$ cat src/rtl/cla_pkg.sv
// Shared types and constants for the nibble-serial carry-lookahead adder.
package cla_pkg;

    localparam int unsigned CLA_SLICE_W = 4;

    typedef enum logic [1:0] {
        StIdle = 2'd0,
        StRun  = 2'd1,
        StDone = 2'd2
    } state_e;

endpackage

$ cat src/rtl/fourbitcla_lowprompt.sv
// 4-bit carry-lookahead adder slice: all carries derived directly from generate/propagate.
module fourbitcla_lowprompt (
    input  logic [3:0] a,
    input  logic [3:0] b,
    input  logic       cin,
    output logic [3:0] sum,
    output logic       cout
);

    logic [3:0] g;
    logic [3:0] p;
    logic [4:0] c;

    always_comb begin
        g    = a & b;
        p    = a ^ b;
        c[0] = cin;
        c[1] = g[0] | (p[0] & cin);
        c[2] = g[1] | (p[1] & g[0]) | (p[1] & p[0] & cin);
        c[3] = g[2] | (p[2] & g[1]) | (p[2] & p[1] & g[0]) | (p[2] & p[1] & p[0] & cin);
        c[4] = g[3] | (p[3] & g[2]) | (p[3] & p[2] & g[1]) | (p[3] & p[2] & p[1] & g[0])
             | (p[3] & p[2] & p[1] & p[0] & cin);
        sum  = p ^ c[3:0];
        cout = c[4];
    end

endmodule

$ cat src/rtl/cla_nibble_seq.sv
// Multi-cycle WIDTH-bit add/subtract engine: one 4-bit CLA slice reused per nibble, LSB first,
// with the inter-nibble carry held in carry_q. Valid/ready handshake on both sides.
module cla_nibble_seq
    import cla_pkg::*;
#(
    parameter int unsigned WIDTH = 16
) (
    input  logic             clk,
    input  logic             rst_n,
    input  logic             in_valid,
    output logic             in_ready,
    input  logic [WIDTH-1:0] a,
    input  logic [WIDTH-1:0] b,
    input  logic             cin,
    input  logic             sub,
    output logic             out_valid,
    input  logic             out_ready,
    output logic [WIDTH-1:0] sum,
    output logic             cout,
    output logic             ovf
);

    localparam int unsigned NIBBLES = WIDTH / CLA_SLICE_W;
    localparam int unsigned IDXW    = (NIBBLES > 1) ? $clog2(NIBBLES) : 1;

    if ((WIDTH % CLA_SLICE_W) != 0 || WIDTH < CLA_SLICE_W) begin : g_bad_width
        $error("cla_nibble_seq: WIDTH must be a multiple of 4 and at least 4");
    end

    state_e                 state_q, state_d;
    logic [IDXW-1:0]        idx_q, idx_d;
    logic                   carry_q, carry_d;
    logic [WIDTH-1:0]       a_q, a_d;
    logic [WIDTH-1:0]       b_q, b_d;
    logic [WIDTH-1:0]       sum_q, sum_d;
    logic                   cout_q, cout_d;
    logic                   ovf_q, ovf_d;

    int unsigned            nib_base;
    logic [CLA_SLICE_W-1:0] slice_a;
    logic [CLA_SLICE_W-1:0] slice_b;
    logic [CLA_SLICE_W-1:0] slice_sum;
    logic                   slice_cout;
    logic                   last_nib;

    always_comb begin
        nib_base = CLA_SLICE_W * 32'(idx_q);
        slice_a  = a_q[nib_base +: CLA_SLICE_W];
        slice_b  = b_q[nib_base +: CLA_SLICE_W];
        last_nib = (idx_q == IDXW'(NIBBLES - 1));
    end

    fourbitcla_lowprompt u_slice (
        .a    (slice_a),
        .b    (slice_b),
        .cin  (carry_q),
        .sum  (slice_sum),
        .cout (slice_cout)
    );

    always_comb begin
        state_d = state_q;
        idx_d   = idx_q;
        carry_d = carry_q;
        a_d     = a_q;
        b_d     = b_q;
        sum_d   = sum_q;
        cout_d  = cout_q;
        ovf_d   = ovf_q;
        unique case (state_q)
            StIdle: begin
                if (in_valid) begin
                    // Subtract is A + ~B + 1, so the +1 rides in as the initial carry.
                    a_d     = a;
                    b_d     = sub ? ~b : b;
                    carry_d = sub ? 1'b1 : cin;
                    idx_d   = '0;
                    state_d = StRun;
                end
            end
            StRun: begin
                sum_d[nib_base +: CLA_SLICE_W] = slice_sum;
                carry_d = slice_cout;
                if (last_nib) begin
                    state_d = StDone;
                    cout_d  = slice_cout;
                    ovf_d   = (a_q[WIDTH-1] == b_q[WIDTH-1]) &&
                              (slice_sum[CLA_SLICE_W-1] != a_q[WIDTH-1]);
                end else begin
                    idx_d = idx_q + IDXW'(1);
                end
            end
            StDone: begin
                if (out_ready) begin
                    state_d = StIdle;
                end
            end
            default: state_d = StIdle;
        endcase
    end

    always_ff @(posedge clk or negedge rst_n) begin
        if (!rst_n) begin
            state_q <= StIdle;
            idx_q   <= '0;
            carry_q <= 1'b0;
            a_q     <= '0;
            b_q     <= '0;
            sum_q   <= '0;
            cout_q  <= 1'b0;
            ovf_q   <= 1'b0;
        end else begin
            state_q <= state_d;
            idx_q   <= idx_d;
            carry_q <= carry_d;
            a_q     <= a_d;
            b_q     <= b_d;
            sum_q   <= sum_d;
            cout_q  <= cout_d;
            ovf_q   <= ovf_d;
        end
    end

    assign in_ready  = (state_q == StIdle);
    assign out_valid = (state_q == StDone);
    assign sum       = sum_q;
    assign cout      = cout_q;
    assign ovf       = ovf_q;

endmodule

$ cat config.mk
export PLATFORM = sky130hd
export DESIGN_NAME = cla_nibble_seq
export DESIGN_NICKNAME = d
export VERILOG_FILES = /design/src/rtl/cla_pkg.sv /design/src/rtl/fourbitcla_lowprompt.sv /design/src/rtl/cla_nibble_seq.sv
export SDC_FILE = /design/constraint.sdc
export NUM_CORES = 1
export LEC_CHECK = 0
export ABC_AREA = 1
export CORE_ASPECT_RATIO = 1.4
export CORE_MARGIN = 4
export CORE_UTILIZATION = 45
export DETAILED_ROUTE_END_ITERATION = 12
export HOLD_SLACK_MARGIN = 0.03
export PLACE_DENSITY_LB_ADDON = 0.25
export SYNTH_ARGS = -nofsm -noshare
export SYNTH_HDL_FRONTEND = slang
export SYNTH_SLANG_ARGS = --single-unit
$ cat constraint.sdc
create_clock -name clk -period 2.4 [get_ports clk]
set_input_delay 0.6 -clock clk [delete_from_list [all_inputs] [get_ports clk]]
set_output_delay 0.6 -clock clk [all_outputs]
set_load 0.01 [all_outputs]
==> reports/metrics.yaml <==
die:
  fp.dieArea_um2: 7680
  chipWidth_um: 75.2
  io_pins: 58
  start_util: 0.462
  core_area_um2: 6170
  row_count: 34
  die_h_um: 102
cts:
  cts_sinks: 55
  cts-root-buf: "clkbuf_8"
  clockBufferDepth: 2
  clk_pin_slew_ns: 0.10
  postCtsSetupBuffers: 0
  cts_buffers: 5
  clk_latency_ns: 0.30
  postCtsHoldBufs: 0
  cts_tree: "built"
  ctsHtreeMaxLevel: 2
worst_setup_path:
  cp_max_fo: 12
  crit_path_end_kind: "flop"
  arrival_ns: 2.37
  cp-start-kind: "flop"
  critPathKind: "reg -> reg"
  worst-r2r-cell-count: 9
  r2r-start: "idx_q[1]"
  cp-startpoint: "idx_q[1]"
  r2r_end: "sum[6]"
  critPathRequiredTime_ns: 2.63
  r2r_slack_ns: 0.26
synth:
  yosys.area.top_type_share: 0.483
  netlist_instances: 329
  ys_warn_count: 0
  seq_area_frac_synth: 0.483
  post_synth_num_cell_types: 28
  synth_area_leaders: "dfrtp_1 48%, nand2_1 12%, o21ai_0 9.8%"
  synth_top_cell_by_area: "dfrtp_1"
  syn-num-nets: 379
  synth-seq-cells: 55
  synth.cell_area_um2: 2850
  postSynthAreaPerCell_um2: 8.66
drt:
  drt_wl_total_um: 6110
  num_vias: 2359
  drt-initial-drc-count: 80
  drt-pass1-iter-count: 4
  ant_nets: 0
  drc: 0
  wl_per_cell_um: 13.3
  vias_per_cell: 5.13
final_layout:
  multi_input_area_um2: 1300
  layout-drive-gt1-share: 0.0773
  num-nets-final: 437
  seq_area_um2: 1380
  n_antenna_cell: 0
  areaGrowthSynthToFinish_pct: 26.4
  post-route-util: 0.584
  fillers: 577
grt:
  grt-ovfl-total: 0
  grt_start_max_net_pins: 32
  grt_pass1_wl_um: 10000
  antenna_found_initial: 0
  grtUsageTotal: 0.169
  grt_pass1_vias: 2199
place:
  post-dp-hpwl_um: 4790
  io_buffer_count: 57
  dpl_worst_slack_ns: 0.122
  gp_congestion: 0.877
job:
  drv_cap: 0
timing:
  finalCritPeriodShare: 0.890
  relSlewSlack: 0.611
  setup_slack_ns: 0.263
  min_period_ns: 2.14
  tightest_slew_ns: 0.584
  drv_slew: 0
  hold_ws_ns: 0.283
  finalSetupTns_ns: 0
  fmax_ghz: 0.468
  setup_viol: 0
  finalHoldViolations: 0
  skew_ns: 0.00863
  rsz0062_at_grt: "no"
outcome:
  outcome: "finished, final reports clean"
pwr:
  leakagePower_nw: 1.68
  irDropWorstVdd_v: 0.000687
  p_per_area_nw_per_um2: 1310
min_path:
  holdCritPathClass: "in -> async"
[routing by layer]
layer  GRT usage  part of all wire
met4      0.0565             0.018
met3      0.0276             0.042
met2       0.304              0.54
met5           0                 0
met1       0.200              0.40
[logic make-up (layout without fill, tap and decap cells)]
group	Yosys count	in the layout	share of synthesized area
compound gates	75	75	0.143
xor+xnor	17	17	0.0523
fa+ha+maj	12	12	0.0554
buf+inv	35	94	0.0593
flops	55	55	0.483
simple gates	135	135	0.206
[state kept, by name, summed over array words and instances, names as in the netlist]
| register | count |
|---|---|
| a_q | 16 |
| b_q | 16 |
| carry_q | 1 |
| cout | 1 |
| idx_q | 2 |
| ovf | 1 |
| state_q | 2 |
| sum | 16 |
[synth_stat cells]
cell type,instances
clkbuf_1,3
clkbuf_2,1
nor3_1,1
inv_2,1
ha_1,11
o21ai_2,4
inv_4,1
nor2_4,2
inv_1,18
nand2_4,3
buf_2,5
nor2_1,20
inv_6,1
nand2_1,94
nand4_4,1
buf_6,2
xnor2_1,17
o31ai_1,3
o21ai_0,56
nand4_1,2
clkinv_1,1
o22ai_1,8
dfrtp_1,55
buf_4,2
fa_1,1
nor3_2,1
a21oi_1,4
nand3_1,11
[power breakdown]
| part | switching [mW] | total [mW] | internal, mW | leakage, nW |
|---|---|---|---|---|
| logic | 1.56 | 2.62 | 1.06 | 0.934 |
| registers | 0.278 | 1.61 | 1.33 | 0.705 |
| clock network | 0.283 | 0.489 | 0.206 | 0.0422 |
[worst max-delay path, stage by stage (launching register included)]
cell	delay, ns
dfrtp_2	0.51
clkinvlp_4	0.23
o21ai_0	0.12
o22ai_1	0.11
ha_1	0.37
a21oi_1	0.20
nand3_1	0.08
nand2_1	0.15
nand3_1	0.14
o21ai_0	0.16
[what timing repair did]
item | in CTS | in global routing
gates resized for setup | 0 | 2
endpoints found under the hold margin | 0 | 0
endpoints found under the setup margin | 0 | 13
[how the worst max path moves through the flow]
stage,to,cells past startpoint,slack [ns]
2_1_floorplan,sum[11],13,0.30
3_3_place_gp,sum[6],9,0.20
3_5_place_dp,sum[6],9,0.12
4_1_cts,sum[6],9,0.08
5_1_grt,sum[7],12,0.06
6_report,sum[6],9,0.26
[cells in the final DEF (no fill, tap or decap), types with 2 or more instances in the layout]
cell,instances
nand2_1,94
o21ai_0,56
clkdlybuf4s50_1,56
dfrtp_1,54
nor2_1,20
inv_1,18
xnor2_1,17
nand3_1,11
ha_1,11
o22ai_1,8
clkbuf_8,5
a21oi_1,4
o21ai_2,4
buf_4,4
nand2_4,3
o31ai_1,3
buf_12,3
nor2_4,2
nand4_1,2
clkbuf_1,2
[layout make-up]
| type | instances | area share |
|---|---|---|
| timing repair buffer | 64 | 0.182 |
| inverter | 22 | 0.0261 |
| clock buffer | 7 | 0.0212 |
| multi-input combinational | 239 | 0.362 |
| tap | 72 | 0.0250 |
| clock inverter | 1 | 0.00139 |
| sequential | 55 | 0.383 |
[through the flow]
step | instance area, um^2 | total power, mW | cells
3_5_place_dp | 3510 | 4.26 | 452
6_report | 3600 | 4.71 | 460
2_1_floorplan | 2850 | 3.39 | 329
5_1_grt | 3600 | 5.18 | 460
3_3_place_gp | 3510 | 4.18 | 452
4_1_cts | 3600 | 4.75 | 460
Power figures use the tool's default switching activity.
